### config.mk
export PLATFORM = sky130hd
export DESIGN_NAME = send_arbiter
export DESIGN_NICKNAME = d
export VERILOG_FILES = /design/src/rtl/send_arbiter.sv
export SDC_FILE = /design/constraint.sdc
export NUM_CORES = 1
export LEC_CHECK = 0
export BUFFER_PORTS_ARGS = -buffer_cell sky130_fd_sc_hd__buf_4
export CORE_AREA = 5 5 136 138
export DETAILED_ROUTE_END_ITERATION = 16
export DIE_AREA = 0 0 141 143
export PLACE_DENSITY = 0.68
export SLEW_MARGIN = 20
export SYNTH_ARGS = -nofsm -noshare
export SYNTH_HDL_FRONTEND = slang
export SYNTH_SLANG_ARGS = --single-unit
### constraint.sdc
create_clock -name clock -period 3.8 [get_ports clock]
set_input_delay 0.19 -clock clock [delete_from_list [all_inputs] [get_ports clock]]
set_output_delay 0.19 -clock clock [all_outputs]
set_load 0.005 [all_outputs]
### src/rtl/send_arbiter.sv
`timescale 1ns/1ps
// send_arbiter: round-robin arbiter that grants whole packets onto one
// registered egress stream, tagging each beat with its source index.
// Beats that arrive without an SOP while no packet is open are dropped
// and counted.
module send_arbiter #(
    parameter int NPORTS = 4,
    parameter int DW     = 64,
    parameter int CHW    = 2,
    parameter int ERRW   = 16
) (
    input  logic                 clock,
    input  logic                 reset_n,
    input  logic [NPORTS*DW-1:0] in_data,
    input  logic [NPORTS-1:0]    in_valid,
    input  logic [NPORTS-1:0]    in_sop,
    input  logic [NPORTS-1:0]    in_eop,
    output logic [NPORTS-1:0]    in_ready,
    output logic [DW-1:0]        send_data,
    output logic                 send_valid,
    output logic                 send_sop,
    output logic                 send_eop,
    output logic [CHW-1:0]       send_channel,
    input  logic                 send_ready,
    output logic [ERRW-1:0]      err_count
);

    localparam logic [0:0] IDLE   = 1'b0;
    localparam logic [0:0] LOCKED = 1'b1;

    logic [0:0]     state_q, state_d;
    logic [CHW-1:0] grant_q, grant_d;
    logic [CHW-1:0] last_q, last_d;

    logic [DW-1:0]   data_q;
    logic            valid_q, sop_q, eop_q;
    logic [CHW-1:0]  chan_q;
    logic [ERRW-1:0] err_q;

    logic           adv;
    logic           cand_vld;
    logic [CHW-1:0] cand, idx;
    logic [CHW-1:0] sel;
    logic           rdy_any, accept, fwd, orphan;
    logic           sel_sop, sel_eop;
    logic [DW-1:0]  sel_data;

    // Output register may take a new beat when empty or being drained.
    assign adv = !valid_q || send_ready;

    // Rotating-priority search starting just after the last served port.
    // Walking from farthest to nearest lets the nearest requester win.
    always_comb begin
        cand_vld = 1'b0;
        cand     = last_q;
        idx      = last_q;
        for (int k = NPORTS; k >= 1; k--) begin
            idx = last_q + CHW'(k);
            if (in_valid[idx]) begin
                cand_vld = 1'b1;
                cand     = idx;
            end
        end
    end

    // Select the serviced port and decide what happens to its beat.
    always_comb begin
        sel      = (state_q == LOCKED) ? grant_q : cand;
        rdy_any  = reset_n && adv && ((state_q == LOCKED) || cand_vld);
        accept   = rdy_any && in_valid[sel];
        sel_sop  = in_sop[sel];
        sel_eop  = in_eop[sel];
        sel_data = in_data[sel*DW +: DW];
        fwd      = accept && ((state_q == LOCKED) || sel_sop);
        orphan   = accept && (state_q == IDLE) && !sel_sop;
        in_ready = rdy_any ? ({{(NPORTS-1){1'b0}}, 1'b1} << sel) : '0;
    end

    // Packet lock FSM; priority pointer moves only at packet or orphan end.
    always_comb begin
        state_d = state_q;
        grant_d = grant_q;
        last_d  = last_q;
        if (accept) begin
            if (state_q == IDLE) begin
                if (sel_sop && !sel_eop) begin
                    grant_d = cand;
                    state_d = LOCKED;
                end else begin
                    last_d = cand;
                end
            end else if (sel_eop) begin
                last_d  = grant_q;
                state_d = IDLE;
            end
        end
    end

    // Arbitration state registers.
    always_ff @(posedge clock or negedge reset_n) begin
        if (!reset_n) begin
            state_q <= IDLE;
            grant_q <= '0;
            last_q  <= CHW'(NPORTS - 1);
        end else begin
            state_q <= state_d;
            grant_q <= grant_d;
            last_q  <= last_d;
        end
    end

    // Egress register: loads a forwarded beat, empties on an idle advance.
    always_ff @(posedge clock or negedge reset_n) begin
        if (!reset_n) begin
            valid_q <= 1'b0;
            sop_q   <= 1'b0;
            eop_q   <= 1'b0;
            data_q  <= '0;
            chan_q  <= '0;
        end else if (adv) begin
            valid_q <= fwd;
            if (fwd) begin
                sop_q  <= sel_sop;
                eop_q  <= sel_eop;
                data_q <= sel_data;
                chan_q <= sel;
            end
        end
    end

    // Saturating count of dropped orphan beats.
    always_ff @(posedge clock or negedge reset_n) begin
        if (!reset_n)
            err_q <= '0;
        else if (orphan && (err_q != '1))
            err_q <= err_q + 1'b1;
    end

    assign send_data    = data_q;
    assign send_valid   = valid_q;
    assign send_sop     = sop_q;
    assign send_eop     = eop_q;
    assign send_channel = chan_q;
    assign err_count    = err_q;

endmodule

==> flow_summary.rst <==
.. list-table::
   :header-rows: 1

   * - Metric
     - Value
   * - Post-route DRC violation count
     - 0
   * - Gr usage total
     - 0.193
   * - Number of top-level design ports
     - 360
   * - Insertion delay of the later-clocked pin in the worst-skew pair
     - 0.35 ns
   * - Leading cell type in the layout, fill and taps excluded
     - sky130_fd_sc_hd__buf_4
   * - CTS clock-pin slew for the worst setup and hold paths
     - 0.06 ns
   * - Setup violators final
     - 0
   * - DRT antenna net count
     - 0
   * - Post-synth top flop
     - sky130_fd_sc_hd__dfrtp_1
   * - Initial antenna violation count
     - 0
   * - Average cell area after synthesis
     - 11.9 um2
   * - Count of flip-flops with a built-in enable after synthesis
     - 0
   * - Final antenna diode count
     - 0
   * - Vias after detailed routing
     - 5351
   * - Final global-route overflow total
     - 0
   * - Highest-count cells in the layout ignoring fill and taps
     - 366 x sky130_fd_sc_hd__buf_4, 197 x sky130_fd_sc_hd__mux2i_1, 88 x sky130_fd_sc_hd__dfrtp_1
   * - Total of flip-flops plus latches after synthesis
     - 90
   * - Maximum capacitance violations
     - 0
   * - Clock power frac
     - 0.141
   * - Count of routing violations after the opening detailed-route iteration
     - 208
   * - TritonCTS clock tree
     - built
   * - CORE AREA
     - 17100 um2
   * - Power per unit of standard cell area
     - 775 nW/um2
   * - Number of instances in the synthesized netlist
     - 509
   * - Overall die width
     - 141 um
   * - Flop pwr share
     - 0.235
   * - First-pass DRT Iterations
     - 4
   * - Initial Utilization
     - 0.354
   * - Share of the clock period used by the worst path after layout
     - 0.777
   * - Shortest clock period the worst path allows after layout
     - 2.95 ns
   * - Crit path required time
     - 4.03 ns
   * - Number of endpoints with negative hold slack in the final report
     - 0
   * - Slew Viols, Final
     - 0
   * - VDD IR-drop max
     - 0.554 mV
   * - Count of unique library cells instantiated by Yosys
     - 42
   * - Number of buffers on the longest clock path
     - 2
   * - Met3 routed wirelength
     - 1810 um
   * - Avg WL per Cell
     - 19.1 um
   * - Setup skew after layout
     - 0.0103 ns
   * - Startpoint-to-endpoint class of the critical path
     - reg2reg
   * - Sort of element at the end of the critical path
     - flip-flop
   * - Post-DP HPWL
     - 16600 um
   * - Setup repair after global routing missed its margin
     - no
   * - Crit path setup slack, layout
     - 0.847 ns
   * - Synthesized netlist net count
     - 781
   * - Register area share after synthesis
     - 0.374
   * - Static Leakage
     - 4.96 nW
   * - IO buf count
     - 359
   * - Hold bufs inserted after CTS
     - 1
   * - CTS H-Tree Depth
     - 3
   * - Status
     - completed
   * - Full die area
     - 20200 um2
   * - Max Clock Freq
     - 339 MHz
   * - Data arrival time at the worst-slack endpoint
     - 3.18 ns
   * - P_int
     - 4.51 mW
   * - Setup Slack @ Placement
     - 0.866 ns
   * - Area fraction in and, or, nand and nor cells after synthesis
     - 0.0632
   * - Final GP Congestion
     - 0.899
   * - Share of synthesized flip-flops with an asynchronous set or reset
     - 1.00
   * - Fraction of synthesized cell area in xor and xnor cells
     - 0.0218
   * - Area overhead of the layout relative to synthesis
     - 54.4%
   * - Post-CTS setup buffer count
     - 0
   * - Least-Margin Pin Slew
     - 0.716 ns
   * - Worst Hold Slack
     - 0.182 ns
   * - Highest routing layer actually used
     - met4
   * - Combinational power share
     - 0.624
   * - Clk Tree Root Cell
     - sky130_fd_sc_hd__clkbuf_16
   * - Switching power as a share of total power
     - 0.375
   * - Area of the mapped netlist
     - 6030 um2
   * - Fraction of synthesized area in multiplexers
     - 0.468
   * - Area fraction in compound gates after synthesis
     - 0.0330
   * - Yosys warnings
     - 0
   * - Count of cells resized by post-cts repair
     - 0
   * - Via density per instance
     - 4.93
   * - Share of final-layout standard cells stronger than drive strength 1
     - 0.540
   * - Routed metal-1 wire length
     - 8160 um
   * - Share of synthesized cell area in full adder, half adder and majority cells
     - 0.00207
   * - Maximum net fanout on the critical path
     - 29
   * - Headroom to the max-slew limit
     - 0.522
   * - P_sw
     - 2.70 mW
   * - Combinational family with the most area after synthesis
     - multiplexers
   * - TNS Setup
     - 0 ns
   * - # clock sinks
     - 90
   * - Number of buffers created by CTS
     - 9
   * - Via count of the first global-routing pass
     - 5572
   * - Final routed wirelength across all metal layers
     - 20800 um
   * - Total length of routed met2 wires
     - 10400 um
   * - Final layout net count
     - 1128
   * - Wire length of the first global-routing pass
     - 30500 um
   * - Largest net degree at the start of global routing
     - 91
   * - Height of the die
     - 143 um
   * - Kind of start point of the critical path
     - flip-flop
   * - HP Class
     - in2reg
   * - Total number of placement rows
     - 48
==> metrics by stage <==
step	instance area [um2]	utilization	total power [mW]	instances
after floorplan	6030	-	4.69	509
after global placement	8960	0.526	6.24	1069
after detailed placement	8960	0.526	6.29	1069
after CTS	9320	0.546	7.34	1086
after global routing	9320	0.546	7.69	1086
final	9320	0.546	7.22	1086
==> worst max-delay path, cell delays in order (launching register included) <==
cell and delay, ns:
sky130_fd_sc_hd__dfstp_2 0.59, sky130_fd_sc_hd__nand2b_1 0.18, sky130_fd_sc_hd__a21oi_1 0.12, sky130_fd_sc_hd__a211oi_1 0.40, sky130_fd_sc_hd__a211o_1 0.21, sky130_fd_sc_hd__a21oi_2 0.09, sky130_fd_sc_hd__nor2b_4 0.58, sky130_fd_sc_hd__buf_12 0.29
sky130_fd_sc_hd__mux2_2 0.36
==> Yosys cell counts, drive strengths merged (2+ instances only) <==
cell | count | area (um2)
o211ai | 2 | 15.0
nand3b | 3 | 22.5
a21oi | 8 | 43.8
dfrtp | 88 | 2200
a21boi | 2 | 15.0
and3 | 8 | 50.1
mux2 | 69 | 807
a211o | 2 | 17.5
and4 | 4 | 35.0
mux2i | 197 | 1970
nand2b | 4 | 25.0
xnor2 | 15 | 131
buf | 31 | 194
o21ai | 6 | 30.0
clkbuf | 4 | 15.0
a21o | 2 | 15.0
nand2 | 6 | 22.5
nor2 | 4 | 15.0
nor2b | 3 | 18.8
nand3 | 8 | 40.0
mux4 | 2 | 45.0
and2 | 5 | 31.3
inv | 6 | 22.5
dfstp | 2 | 52.6
o21a | 2 | 15.0
nor3 | 5 | 25.0
nand4 | 11 | 68.8
==> flip-flops by register name, indices dropped and copies added, names as in the netlist <==
register      count
err_count        16
send_valid        1
send_sop          1
send_data        64
last_q            2
send_eop          1
grant_q           2
send_channel      2
state_q           1
==> path summary, 6_finish.rpt <==
check	startpoint	endpoint	slack, ns	depth (start not counted)
worst max-delay path	last_q[0]	send_data[0]	0.85	8
worst min-delay path	send_ready	send_valid	0.18	3
worst max register to register	last_q[0]	send_data[0]	0.85	8
worst min register to register	err_count[5]	err_count[5]	0.50	1
max in group asynchronous	reset_n	send_data[29]	2.26	4
min in group asynchronous	reset_n	err_count[9]	0.46	3
==> metal layers <==
metal	vias up	track usage
met5	-	0
met4	0	0.0581
met3	27	0.0543
met2	228	0.335
met1	2508	0.233
li1	2588	-
==> area by class of cell <==
class                      count  area [um2]
timing repair buffer         371        2840
sequential                    90        2250
multi-input combinational    378        3580
clock inverter                 7         118
tap                          225         282
fill                        1583        7740
inverter                       6        22.5
clock buffer                   9         225
==> power groups by stage <==
stage	combinational (mW)	sequential [mW]	clock (mW)
floorplan	3.01	1.68	0
global placement	4.55	1.70	0
detailed placement	4.58	1.71	0
CTS	4.58	1.70	1.06
global route	4.83	1.76	1.10
finish	4.50	1.69	1.02
==> logic make-up after synthesis <==
kind of cell	count (synthesis)
multiplexers	268
AO/OA/AOI/OAI	29
adder cells (fa/ha/maj)	1
flip-flops	90
XOR/XNOR	15
buffers and inverters	41
AND/OR/NAND/NOR	65
(Power assumes the default switching activity.)
